$ cat config.mk
export PLATFORM = sky130hd
export DESIGN_NAME = flopr_pipe
export DESIGN_NICKNAME = d
export VERILOG_FILES = /design/src/rtl/flopr_pipe.sv
export SDC_FILE = /design/constraint.sdc
export NUM_CORES = 1
export LEC_CHECK = 0
export BUFFER_PORTS_ARGS = -buffer_cell sky130_fd_sc_hd__buf_2
export CAP_MARGIN = 15
export CORE_MARGIN = 3
export CORE_UTILIZATION = 50
export DETAILED_ROUTE_END_ITERATION = 8
export PLACE_DENSITY_LB_ADDON = 0.15
export SLEW_MARGIN = 0
export SYNTH_ARGS = -nofsm -noshare
export SYNTH_HDL_FRONTEND = slang
export SYNTH_SLANG_ARGS = --single-unit
$ cat constraint.sdc
create_clock -name clk -period 6.2 [get_ports clk]
set_clock_uncertainty 0.15 [all_clocks]
set_input_delay 0.62 -clock clk [delete_from_list [all_inputs] [get_ports clk]]
set_output_delay 0.62 -clock clk [all_outputs]
set_load 0.01 [all_outputs]
$ cat src/rtl/flopr_pipe.sv
// Elastic pipeline register: STAGES flop stages with per-stage valid,
// valid/ready handshake on both ends, bubble collapse and flush.
module flopr_pipe #(
  parameter int N      = 64,
  parameter int STAGES = 3,
  localparam int OW    = $clog2(STAGES + 1)
) (
  input  logic          clk,
  input  logic          reset,
  input  logic          flush,
  input  logic          in_valid,
  output logic          in_ready,
  input  logic [N-1:0]  d,
  output logic          out_valid,
  input  logic          out_ready,
  output logic [N-1:0]  q,
  output logic [OW-1:0] occupancy
);

  logic [STAGES-1:0] v_q, v_d;
  logic [N-1:0]      data_q [STAGES];
  logic [N-1:0]      data_d [STAGES];

  logic [STAGES:0]   rdy;
  logic [STAGES:0]   src_v;
  logic [N-1:0]      src_data [STAGES+1];
  logic [OW-1:0]     cnt;

  // Ready ripples from the output side; an empty stage is always ready.
  always_comb begin
    rdy = '0;
    rdy[STAGES] = out_ready;
    for (int i = STAGES - 1; i >= 0; i--) begin
      rdy[i] = ~v_q[i] | rdy[i+1];
    end
  end

  // Source of each stage: slot 0 is the upstream port.
  always_comb begin
    src_v = '0;
    src_v[0] = in_valid;
    src_data[0] = d;
    for (int i = 0; i < STAGES; i++) begin
      src_v[i+1] = v_q[i];
      src_data[i+1] = data_q[i];
    end
  end

  always_comb begin
    v_d = v_q;
    for (int i = 0; i < STAGES; i++) begin
      data_d[i] = data_q[i];
    end
    if (flush) begin
      v_d = '0;
      for (int i = 0; i < STAGES; i++) begin
        data_d[i] = '0;
      end
    end else begin
      for (int i = 0; i < STAGES; i++) begin
        if (rdy[i]) begin
          v_d[i] = src_v[i];
          if (src_v[i]) begin
            data_d[i] = src_data[i];
          end
        end
      end
    end
  end

  always_ff @(posedge clk or posedge reset) begin
    if (reset) begin
      v_q <= '0;
      for (int i = 0; i < STAGES; i++) begin
        data_q[i] <= '0;
      end
    end else begin
      v_q <= v_d;
      for (int i = 0; i < STAGES; i++) begin
        data_q[i] <= data_d[i];
      end
    end
  end

  always_comb begin
    cnt = '0;
    for (int i = 0; i < STAGES; i++) begin
      cnt = cnt + OW'(v_q[i]);
    end
  end

  assign in_ready  = rdy[0] & ~flush;
  assign out_valid = v_q[STAGES-1];
  assign q         = data_q[STAGES-1];
  assign occupancy = cnt;

endmodule

; After elaboration in Yosys (flattened, before gate mapping)
; Cells that the tools add are included.
[word_totals]
mem_bits_rw = 0
reg_bits = 195
wordCells = 36
rom_bits = 0
memories = 0
latch_bits = 0
[op_classes]
muxes = 11
n_reduce_logical = 9
n_shift = 0
bitwise = 8
n_mul = 0
eq_ne = 0
order_cmp = 0
add_sub_neg = 2
div_mod_pow = 0
[ops]
columns = operator, count
row1 = 2-to-1 mux 64 bit, 6
row2 = 2-to-1 mux 192 bit, 1
row3 = nonzero test 2 bit, 6
row4 = AND reduction 2 bit, 3
row5 = NOT 1 bit, 4
row6 = 2-to-1 mux 1 bit, 3
row7 = 2-to-1 mux 3 bit, 1
row8 = OR 1 bit, 3
row9 = adder 1 x 1 -> 2 bit, 1
row10 = adder 2 x 1 -> 2 bit, 1
row11 = AND 1 bit, 1

; Logic depth before layout (Yosys ltp)
; Gate-level depths: netlist of the first run.
[logic_depth]
word_depth = 6
ltp_mapped = 5
mapped_depth_nobuf = 3

; Least setup slack after synthesis of the first run
; Ideal clock, no wire load.
[synth_path]
path_kind = reg-to-output
from = register v_q[2]
to = output port occupancy[0]
slack_ps = 4378
stages_incl_launch_ff = 2
required_ps = 5430
arrival_time_ps = 1052
path_buffers = 0
path_cell_list = dfrtp_1 fa_1
[synth_via]
elab_chain_cells = 1
[synth_lines]
columns = element, line
row1 = from (decl), 20  ; logic [STAGES-1:0] v_q, v_d;
row2 = from (signal assigned), 78  ; v_q <= v_d;
row3 = adder 2 x 1 -> 2 bit, 88  ; cnt = cnt + OW'(v_q[i]);
row4 = to (decl), 17  ; output logic [OW-1:0] occupancy
; Every way passes these cells.

; Worst setup path after layout of the first run
; Ends and elaborated chain as after synthesis.

==> results of run 1 <==
how the worst max path moves through the flow:
stage          startpoint           end  slack (ps)  depth (start not counted)
2_1_floorplan       reset   data_q[100]         120                          1
3_3_place_gp        reset    data_q[95]        3720                          3
3_5_place_dp    out_ready    data_q[85]        3650                          5
4_1_cts            v_q[2]  occupancy[0]        3780                          2
5_1_grt            v_q[2]  occupancy[0]        3740                          2
6_report           v_q[2]  occupancy[0]        3800                          2
power breakdown:
group	total, mW	leakage (nW)	internal, mW	switching, mW
clock	1.05	0.282	0.602	0.449
combinational	0.141	1.40	0.0511	0.0903
sequential	1.33	2.67	1.31	0.0224
total	2.52	4.35	1.96	0.562
flip-flops by register name (all words and copies together) (netlist names):
name / cells
data_q: 128
q: 64
v_q: 3
worst max-delay path, cell delays in order (launching register included):
cell and delay, ps:
dfrtp_1 460, fa_1 580, buf_2 170
final cells by class:
| cell class | count | area (um2) | area share, % |
|---|---|---|---|
| clock buffers | 22 | 454 | 5.49 |
| repair buffers | 145 | 748 | 9.04 |
| clock inverters | 10 | 108 | 1.30 |
| multi-input cells | 210 | 1850 | 22.3 |
| well taps | 180 | 225 | 2.72 |
| inverters | 2 | 15.0 | 0.181 |
| flip-flops and latches | 195 | 4880 | 58.9 |
placed cells by master, fill, tap and decap left out, types with 2 or more instances in the layout:
| master | count |
|---|---|
| clkbuf_16 | 17 |
| bufinv_16 | 2 |
| a21oi_4 | 3 |
| a22o_1 | 192 |
| clkinv_2 | 6 |
| buf_2 | 136 |
| nor3b_2 | 3 |
| clkbuf_1 | 4 |
| dfrtp_1 | 195 |
| nor2_1 | 5 |
| buf_4 | 9 |
layer usage:
layer	up-vias	wire, um	GRT usage [%]
met1	2349	6730	26.8
met3	19	937	5.46
met2	127	7280	29.3
li1	1982	-	-
met5	-	7	0
met4	2	183	5.93
through the flow:
stage | cell area, um2 | instances | utilization, % | hold WS (ps) | setup slack (ps)
final | 8280 | 764 | 58.3 | 192 | 3800
after global routing | 8280 | 764 | 58.3 | 242 | 3740
after CTS | 8280 | 764 | 58.3 | 217 | 3780
after detailed placement | 7720 | 732 | 54.3 | 326 | 3650
after global placement | 7720 | 732 | 54.3 | 326 | 3720
after floorplan | 7420 | 511 | - | 317 | 118
logic make-up (layout without fill, tap and decap cells):
group	after synthesis	count (layout)	share of synthesized area (%)
compound gates	196	196	23.2
fa+ha+maj	1	1	0.270
buf+inv	106	179	9.71
flops	195	195	65.8
simple gates	13	13	1.08
==> metrics.md, run 1 <==
| Metric | Value |
|---|---|
| Starting Density | `between 50% and 60%` |
| CTS tree | `done` |
| Vias/cell | `5.86` |
| Reg-to-reg critical path endpoint | `q[47]` |
| Pre-antenna DRT Iters | `4` |
| Routed Wire Length | `about 15000 um` |
| Worst r2r src | `v_q[2]` |
| # IOs | `~140` |
| Post-Synthesis Cells | `between 500 and 600` |
| Total Power | `2.52 mW` |
| P&R area growth vs syn | `11.6%` |
| PD cells | `305 nW/um2` |
| Vias | `4479` |
| Highest clock rate | `around 420 MHz` |
| Period utilization | `approximately 39%` |
| Initial antenna violation count | `1` |
| Pin count of the biggest net entering global routing | `113` |
| Synth top area share | `between 60 and 70%` |
| Nets | `641` |
| Synthesized area per cell | `around 15 um2` |
| Synth unique cells | `16` |
| Syn Std Cell Area | `approximately 7400 um2` |
| Crit end category | `primary output` |
| Ant diodes | `0` |
| Port Buffers | `about 140` |
| Final hold vios | `0` |
| Top cell types by occurrence after synthesis | `dfrtp_1 (195), a22o_1 (192), buf_4 (77)` |
| Yosys reg bits | `between 150 and 200` |
| CTS clk-pin slew, worst paths | `about 60 ps` |
| Post-route ant nets | `0` |
| Setup TNS | `0 ps` |
| CTS hold repair buffers | `0` |
| Die width | `about 130 um` |
| Cts bufs inserted | `17` |
| DP HPWL | `9540 um` |
| Cell with the most instances after synthesis | `dfrtp_1` |
| Die H | `~130 um` |
| RSZ-0062 raised after global routing | `false` |
| Initial drt markers | `approximately 340` |
| Synth area leader | `dfrtp_1` |
| Final setup viols | `0` |
| First-pass GRT wire length | `~25000 um` |
| Top cells by area, synth | `dfrtp_1 (66%), a22o_1 (23%), buf_4 (7.8%)` |
| Latest clock arrival within the worst-skew pair | `approximately 430 ps` |
| Setup Crit Path Kind | `flip-flop to primary output` |
| Post-CTS Repair Setup Buffers | `0` |
| H-tree Lvls | `4` |
| Hold WC Path Type | `primary input to async pin` |
| Reg2Reg Setup Slack | `3880 ps` |
| Register area share after synthesis | `between 60% and 70%` |
| CP required | `roughly 5400 ps` |
| CTS root buf | `clkbuf_16` |
| Slew Limit Fails | `0` |
| Crit Path Max Fanout | `7` |
| Slew headroom | `between 30% and 40%` |
| Asr flop ratio synth | `between 90% and 100%` |
| Post-synth EDFFs | `0` |
| Number of global-route vias before repair | `4478` |
| Status | `complete, no violations` |
| CTS resizes | `0` |
| GPL Wtd Cong | `around 0.75` |
| Core area | `14200 um2` |
| LEAKAGE | `about 4.4 nW` |
| Fillers | `approximately 1100` |
| Clk sinks | `between 150 and 200` |
| Critical path launch point type | `flip-flop` |
| Worst Max-Slew Pin Slew | `just over 1000 ps` |
| CTS Buffer Depth | `2` |
| Data arrival, critical path | `1630 ps` |
| Share of layout cells above drive strength 1 | `30.8%` |
| Net Count, Synth | `roughly 580` |
| GRT Total Usage | `19.1%` |
| Primary FF master, synth | `dfrtp_1` |
| R2R depth | `4` |
| Ys Warns | `0` |
| Peak supply drop | `slightly below 200 uV` |
| Die area | `16300 um2` |
| Site row count | `between 40 and 50` |
| WL/cell | `19.8 um` |
| Max cap viols | `0` |
| Remaining DRCs | `0` |
| Grt total ovfl | `0` |
| Post-layout minimum cycle time | `~2400 ps` |
(Power assumes the default switching activity.)
==> inputs of run 2 (changes only) <==
--- a/config.mk
+++ b/config.mk
@@ -5,10 +5,11 @@
 export SDC_FILE = /design/constraint.sdc
 export NUM_CORES = 1
 export LEC_CHECK = 0
+export ABC_AREA = 1
 export BUFFER_PORTS_ARGS = -buffer_cell sky130_fd_sc_hd__buf_2
 export CAP_MARGIN = 15
 export CORE_MARGIN = 3
-export CORE_UTILIZATION = 50
+export CORE_UTILIZATION = 51
 export DETAILED_ROUTE_END_ITERATION = 8
 export PLACE_DENSITY_LB_ADDON = 0.15
 export SLEW_MARGIN = 0
==> constraint.sdc (replaced) <==
create_clock -name clk -period 2.02 [get_ports clk]
set_clock_uncertainty 0.15 [all_clocks]
set_input_delay 0.202 -clock clk [delete_from_list [all_inputs] [get_ports clk]]
set_output_delay 0.202 -clock clk [all_outputs]
set_load 0.01 [all_outputs]
==> run 2 against run 1 <==
Via count is 50% higher; clock power rose to 3.2 times the previous value; flip-flop and latch count is the same; register-to-register slack worse by 3500 ps; synthesized area increased by 15%; synthesized cell count rose by 84%; total power rose to 3.2 times the previous value; core utilization rose by 4.5 points; global-route usage rose by 3.6 points; critical path type unchanged.
==> metrics.md, run 2 <==
| Metric | Value |
|---|---|
| R2R depth | `5 (+1)` |
| PD cells | `792 nW/um2 (+160%)` |
| LEAKAGE | `5.65 nW (+30%)` |
| Slew headroom | `61.1% (+28 points)` |
| Slowest stage delay, CP | `610 ps (+30 ps)` |
| Most frequent cells in the layout | `nand3_1 (384), nand2_1 (194), dfrtp_1 (194), buf_2 (136), dlygate4sd3_1 (67)` |
| Reg2Reg Setup Slack | `380 ps (-3500 ps)` |
| Top cell types by occurrence after synthesis | `nand3_1 (385), nand2_1 (196), dfrtp_1 (195)` |
| Post-Place Cell Area | `8890 um2 (+15%)` |
| Comb pwr share | `7.8% (+2.2 points)` |
| Setup WS pre-CTS | `380 ps (-3280 ps)` |
| Reg-to-reg critical path endpoint | `q[56]` |
| Fin util | `62.8% (+4.5 points)` |
| Net Sw Power | `1.79 mW (+220%)` |
| Nets | `1113 (+74%)` |
| Final setup viols | `0 (unchanged)` |
| Synth top area share | `57.0% (-8.8 points)` |
| Reg power frac | `50.7% (-2.0 points)` |
| Cell with the most instances after synthesis | `nand3_1` |
| P&R area growth vs syn | `18.6%` |
| Final std cells w/o fill | `1272 (+66%)` |
| Synthesized area per cell | `9.12 um2 (-37%)` |
| Highest clock rate | `510 MHz` |
| Yosys reg bits | `195 (unchanged)` |
| Pin count of the biggest net entering global routing | `108 (-4.4%)` |
| Synth unique cells | `17 (+1)` |
| Data arrival, critical path | `1610 ps (-20 ps)` |
| DP HPWL | `11700 um (+23%)` |
| First-pass GRT wire length | `33500 um (+37%)` |
| H-tree Lvls | `4 (unchanged)` |
| Primary FF master, synth | `dfrtp_1` |
| Post-route ant nets | `0 (unchanged)` |
| CTS tree | `done` |
| Critical Path, Cell by Cell | `fa_1, buf_2` |
| Critical path endpoint | `occupancy[0]` |
| Share of layout cells above drive strength 1 | `18.9% (-12 points)` |
| Clk sinks | `195 (unchanged)` |
| Latest clock arrival within the worst-skew pair | `420 ps (about the same)` |
| Peak supply drop | `598 uV (+200%)` |
| Final hold vios | `0 (unchanged)` |
| Critical path launch point type | `flip-flop` |
| Critical Path Source | `v_q[0]` |
| # IOs | `137 (unchanged)` |
| Post-route design area | `10200 um2 (+23%)` |
| Register area share after synthesis | `57.0% (-8.8 points)` |
| Vias/cell | `5.27 (-10%)` |
| Pre-antenna DRT Iters | `5 (+1)` |
| Die width | `136 um (+6.1%)` |
| WL/cell | `15.6 um (-22%)` |
| CTS root buf | `clkbuf_16` |
| Slowest cell on crit path | `fa_1` |
| GRT Total Usage | `22.7% (+3.6 points)` |
| Ys Warns | `0 (unchanged)` |
| Core area | `16200 um2 (+14%)` |
| Grt total ovfl | `0 (unchanged)` |
| Family with the most delay on the worst path | `adder cells` |
| Site row count | `46 (+7.0%)` |
| Post-synth EDFFs | `0 (unchanged)` |
| Asr flop ratio synth | `100% (unchanged)` |
| Period utilization | `97.0%` |
| Max cap viols | `0 (unchanged)` |
| Slew Limit Fails | `0 (unchanged)` |
| Hold WC Path Type | `primary input to flip-flop` |
| Port Buffers | `136 (unchanged)` |
| Starting Density | `53.0% (+0.73 points)` |
| Crit Path Max Fanout | `3 (-4)` |
| Worst Max-Slew Pin Slew | `584 ps (-421 ps)` |
| Int Power | `6.25 mW (+220%)` |
| Number of global-route vias before repair | `6642 (+48%)` |
| Routed Wire Length | `19800 um (+31%)` |
| Buf+Inv Stages, Crit Path | `1 (unchanged)` |
| Cts bufs inserted | `17 (unchanged)` |
| Setup Crit Path Kind | `flip-flop to primary output` |
| Fillers | `1449 (+26%)` |
| Post-layout minimum cycle time | `roughly 2000 ps` |
| Most flop-heavy register | `data_q` |
| Inst Count DP | `1172 (+60%)` |
| Net Count, Synth | `1010 (+74%)` |
| Clock share of power | `41.4% (-0.3 points)` |
| Max reg flops | `128 (unchanged)` |
| Initial drt markers | `420 (+25%)` |
| Status | `complete, no violations` |
| Commonest non-fill, non-tap cell in the layout | `nand3_1` |
| Vias | `6701 (+50%)` |
| Post-Synthesis Cells | `940 (+84%)` |
| Worst r2r src | `v_q[1]` |
| Remaining DRCs | `0 (unchanged)` |
| Die H | `136 um (+6.1%)` |
| GPL Wtd Cong | `0.791 (+5.5%)` |
| Levels on crit path | `2 (unchanged)` |
| Switching Share | `22.2% (-0.036 points)` |
| Die area | `18400 um2 (+13%)` |
| CP required | `1670 ps (-3760 ps)` |
| CTS clk-pin slew, worst paths | `70 ps (about the same)` |
| RSZ-0062 raised after global routing | `false` |
| CTS Buffer Depth | `2 (unchanged)` |
| Top cells by area, synth | `dfrtp_1 (57%), nand3_1 (22%), nand2_1 (8.6%)` |
| Initial antenna violation count | `0 (-1)` |
| Synth area leader | `dfrtp_1` |
| Syn Std Cell Area | `8570 um2 (+15%)` |
| Crit end category | `primary output` |
| Final WS setup | `60.9 ps (-3740 ps)` |
==> run 2: how the worst min path moves through the flow <==
stage	endpoint	cells after the start	from
floorplan	data_q[165]	2	d[37]
global placement	q[56]	3	reset
finish	data_q[186]	6	out_ready
global route	data_q[191]	6	out_ready
CTS	data_q[186]	6	out_ready
detailed placement	q[56]	3	reset
==> run 2: worst register-to-register path: cells and delay by family, from the launching register on <==
| family | cells | cell delay, ps |
|---|---|---|
| buffers and inverters | 2 | 560 |
| flip-flops | 1 | 450 |
| AND/OR/NAND/NOR | 3 | 420 |
==> run 2: repair_timing <==
item	4_1_cts	5_1_grt
setup buffers	0	1
hold buffers	67	0
hold endpoints to repair	261	0
resized for setup	0	1
endpoints found under the setup margin	0	1
==> run 2: metal layers <==
metal	part of all wire, %	GRT usage, %
met5	0	0
met4	2.5	8.23
met3	4.6	3.71
met2	49	37.3
met1	44	30.8
==> run 2: final cells by class <==
class | instances | area [um2] | area share (%)
flip-flops and latches | 195 | 4880 | 48.0
multi-input cells | 592 | 2760 | 27.2
repair buffers | 228 | 1610 | 15.9
clock buffers | 28 | 517 | 5.09
well taps | 216 | 270 | 2.66
clock inverters | 3 | 67.6 | 0.665
inverters | 9 | 42.5 | 0.419
diodes | 1 | 2.50 | 0.0246
==> run 2: cell families (layout without fill, tap and decap cells) <==
| kind of cell | after synthesis | in the layout | synth area share (%) |
|---|---|---|---|
| other | 0 | 1 | 0 |
| buffers and inverters | 153 | 268 | 11.0 |
| and+or+nand+nor | 588 | 588 | 31.7 |
| AOI/OAI and AO/OA | 3 | 3 | 0.175 |
| adders and majority gates | 1 | 1 | 0.234 |
| DFF | 195 | 195 | 57.0 |
==> run 2: power groups by stage <==
stage	sequential [mW]	combinational [mW]	clock, mW
after global routing	4.09	0.708	3.55
after CTS	4.08	0.634	3.40
after floorplan	4.14	0.345	0
after global placement	4.15	0.528	0
after detailed placement	4.15	0.534	0
final	4.08	0.630	3.33
==> run 2: stage by stage <==
step | TNS, ps | power [mW] | hold WS [ps]
detailed placement | 0 | 4.69 | 255
global placement | 0 | 4.68 | 252
CTS | 0 | 8.11 | 295
finish | 0 | 8.04 | 306
floorplan | -165830 | 4.48 | 197
global route | 0 | 8.35 | 342
==> inputs of run 3 (changes only) <==
--- a/config.mk
+++ b/config.mk
@@ -5,11 +5,10 @@
 export SDC_FILE = /design/constraint.sdc
 export NUM_CORES = 1
 export LEC_CHECK = 0
-export ABC_AREA = 1
 export BUFFER_PORTS_ARGS = -buffer_cell sky130_fd_sc_hd__buf_2
 export CAP_MARGIN = 15
 export CORE_MARGIN = 3
-export CORE_UTILIZATION = 51
+export CORE_UTILIZATION = 50
 export DETAILED_ROUTE_END_ITERATION = 8
 export PLACE_DENSITY_LB_ADDON = 0.15
 export SLEW_MARGIN = 0
==> run 3 against run 2 <==
Largest power group unchanged; register-to-register slack worse by 200 ps; flip-flop and latch count stayed put; via count is 29% lower; largest cell class unchanged; routed wire length is 17% lower; total power is 0.79% higher; combinational power is 8.1% lower; hold slack worse by 220 ps; sequential share of layout area is 5.2 points higher; global-route usage is 1.8 points lower; first-iteration DRC count is 36% lower; critical endpoint unchanged; fmax is 1.5% higher; non-clock buffer count is 9 lower.
==> metrics.md, run 3 (synthesized netlist as in run 1, its figures left out) <==
| Metric | Value |
|---|---|
| Max cap viols | `0 (unchanged)` |
| Worst Max-Slew Pin Slew | `516 ps (-67.8 ps)` |
| Share of layout cells above drive strength 1 | `28.4% (+9.6 points)` |
| GPL Wtd Cong | `0.774 (-2.1%)` |
| Peak supply drop | `574 uV (-4.1%)` |
| Number of global-route vias before repair | `5054 (-24%)` |
| Site row count | `43 (-6.5%)` |
| Nets | `715 (-36%)` |
| Vias/cell | `5.68 (+7.9%)` |
| CTS root buf | `clkbuf_16` |
| Vias | `4763 (-29%)` |
| Pin count of the biggest net entering global routing | `100 (-7.4%)` |
| LEAKAGE | `4.71 nW (-17%)` |
| Highest clock rate | `518 MHz (+1.5%)` |
| Post-CTS Repair Setup Buffers | `0 (unchanged)` |
| Final setup viols | `0 (unchanged)` |
| Final hold vios | `0 (unchanged)` |
| Port Buffers | `136 (unchanged)` |
| Buf+Inv Stages, Crit Path | `1 (unchanged)` |
| Fin util | `64.5% (+1.7 points)` |
| Crit end category | `primary output` |
| DP HPWL | `9460 um (-19%)` |
| Setup TNS | `0 ps (unchanged)` |
| Commonest non-fill, non-tap cell in the layout | `dfrtp_1` |
| Final std cells w/o fill | `838 (-34%)` |
| Hold WC Path Type | `primary input to flip-flop` |
| Initial antenna violation count | `0 (unchanged)` |
| Most flop-heavy register | `data_q` |
| Core area | `14200 um2 (-12%)` |
| Setup Crit Path Kind | `flip-flop to primary output` |
| Routed Wire Length | `16400 um (-17%)` |
| Die area | `16300 um2 (-11%)` |
| CTS Buffer Depth | `2 (unchanged)` |
| Ant diodes | `0 (-1)` |
| GRT Total Usage | `20.9% (-1.8 points)` |
| Post-layout minimum cycle time | `1930 ps (-28.0 ps)` |
| Die H | `128 um (-5.7%)` |
| Data arrival, critical path | `1580 ps (-30 ps)` |
| Setup WS pre-CTS | `194 ps (-185 ps)` |
| Clk sinks | `195 (unchanged)` |
| Cts bufs inserted | `17 (unchanged)` |
| Latest clock arrival within the worst-skew pair | `420 ps (about the same)` |
| CP required | `1670 ps (about the same)` |
| Family with the most delay on the worst path | `adder cells` |
| PD cells | `885 nW/um2 (+12%)` |
| H-tree Lvls | `4 (unchanged)` |
| Slew Limit Fails | `0 (unchanged)` |
| Initial drt markers | `268 (-36%)` |
| Slew headroom | `65.6% (+4.5 points)` |
| CTS clk-pin slew, worst paths | `60 ps (about the same)` |
| First-pass GRT wire length | `26800 um (-20%)` |
| Inst Count DP | `737 (-37%)` |
| P&R area growth vs syn | `23.4%` |
| # IOs | `137 (unchanged)` |
| Remaining DRCs | `0 (unchanged)` |
| Most frequent cells in the layout | `dfrtp_1 (195), a22o_1 (192), buf_2 (136), dlygate4sd3_1 (69), clkbuf_16 (17)` |
| Crit Path Max Fanout | `7 (+4)` |
| CTS tree | `done` |
| Final WS setup | `88.9 ps (+28.0 ps)` |
| Slowest stage delay, CP | `560 ps (-50 ps)` |
| RSZ-0062 raised after global routing | `false` |
| Status | `complete, no violations` |
| Critical Path, Cell by Cell | `fa_1, buf_2` |
| Starting Density | `52.2% (-0.73 points)` |
| Grt total ovfl | `0 (unchanged)` |
| Max reg flops | `128 (unchanged)` |
| Period utilization | `95.6% (-1.4 points)` |
| Slowest cell on crit path | `fa_1` |
| Critical path launch point type | `flip-flop` |
| Post-route ant nets | `0 (unchanged)` |
| WL/cell | `19.5 um (+26%)` |
| Pre-antenna DRT Iters | `4 (-1)` |
| Die width | `128 um (-5.7%)` |
==> run 3: changes by cell type in the layout (fill, tap and decap cells not counted), moves of 3 or more <==
cell and delta:
nand2_1 -194, a22o_1 +192, nor2_1 +4, inv_1 -4
nor2_4 -3, nor3b_2 +3, clkinv_2 +4, nand2_2 -4
a21oi_4 +3, buf_4 -13, clkbuf_1 -4, nand3_1 -384
==> run 3: area by class of cell <==
cell class | count | area (um2)
Fill cell | 1073 | 5050
Sequential cell | 195 | 4880
Multi-Input combinational cell | 210 | 1850
Timing Repair Buffer | 219 | 1580
Clock buffer | 23 | 488
Tap cell | 180 | 225
Clock inverter | 9 | 126
Inverter | 2 | 11.3
==> run 3: final timing paths <==
check                             from            to  slack (ps)  cells after the start
max                             v_q[2]  occupancy[0]          90                      2
min                          out_ready        v_q[1]          80                      3
max reg2reg                     v_q[1]   data_q[169]         180                      4
min reg2reg                data_q[101]         q[37]         340                      1
max in group asynchronous        reset    data_q[82]         960                      4
min in group asynchronous        reset         q[43]         340                      4
==> run 3: power breakdown <==
group | switching, mW | internal [mW] | leakage (nW) | total [mW]
sequential | 0.0701 | 4.02 | 2.67 | 4.09
clock | 1.36 | 2.07 | 0.303 | 3.44
combinational | 0.308 | 0.271 | 1.74 | 0.579
total | 1.74 | 6.36 | 4.71 | 8.10
==> run 3: per-stage QoR <==
step           power [mW]  hold slack [ps]  instance area (um2)
3_3_place_gp         4.62              270                 7850
2_1_floorplan        4.44              182                 7420
3_5_place_dp         4.64              273                 7850
6_report             8.10             83.3                 9160
5_1_grt              8.44             98.8                 9160
4_1_cts              8.19             66.1                 9160
==> run 3: repair_timing <==
action,in CTS,in global routing
endpoints found under the hold margin,261,0
hold buffers,69,0
gates resized for setup,0,0
endpoints found under the setup margin,0,0
==> run 3: worst reg2reg max path, cell delays in order, from the launching register on <==
cell     delay [ps]
dfrtp_1         470
and4b_1         290
nor3b_2         290
buf_4           390
a22o_1          200
==> run 3: routing by layer <==
| layer | GRT usage, % | routed length (um) | up-vias | part of all wire [%] |
|---|---|---|---|---|
| met5 | 0 | 0 | - | 0 |
| met4 | 7.37 | 323 | 0 | 2.0 |
| met3 | 5.00 | 826 | 32 | 5.0 |
| met2 | 33.2 | 7750 | 133 | 47 |
| met1 | 28.5 | 7460 | 2467 | 46 |
| li1 | - | - | 2131 | - |
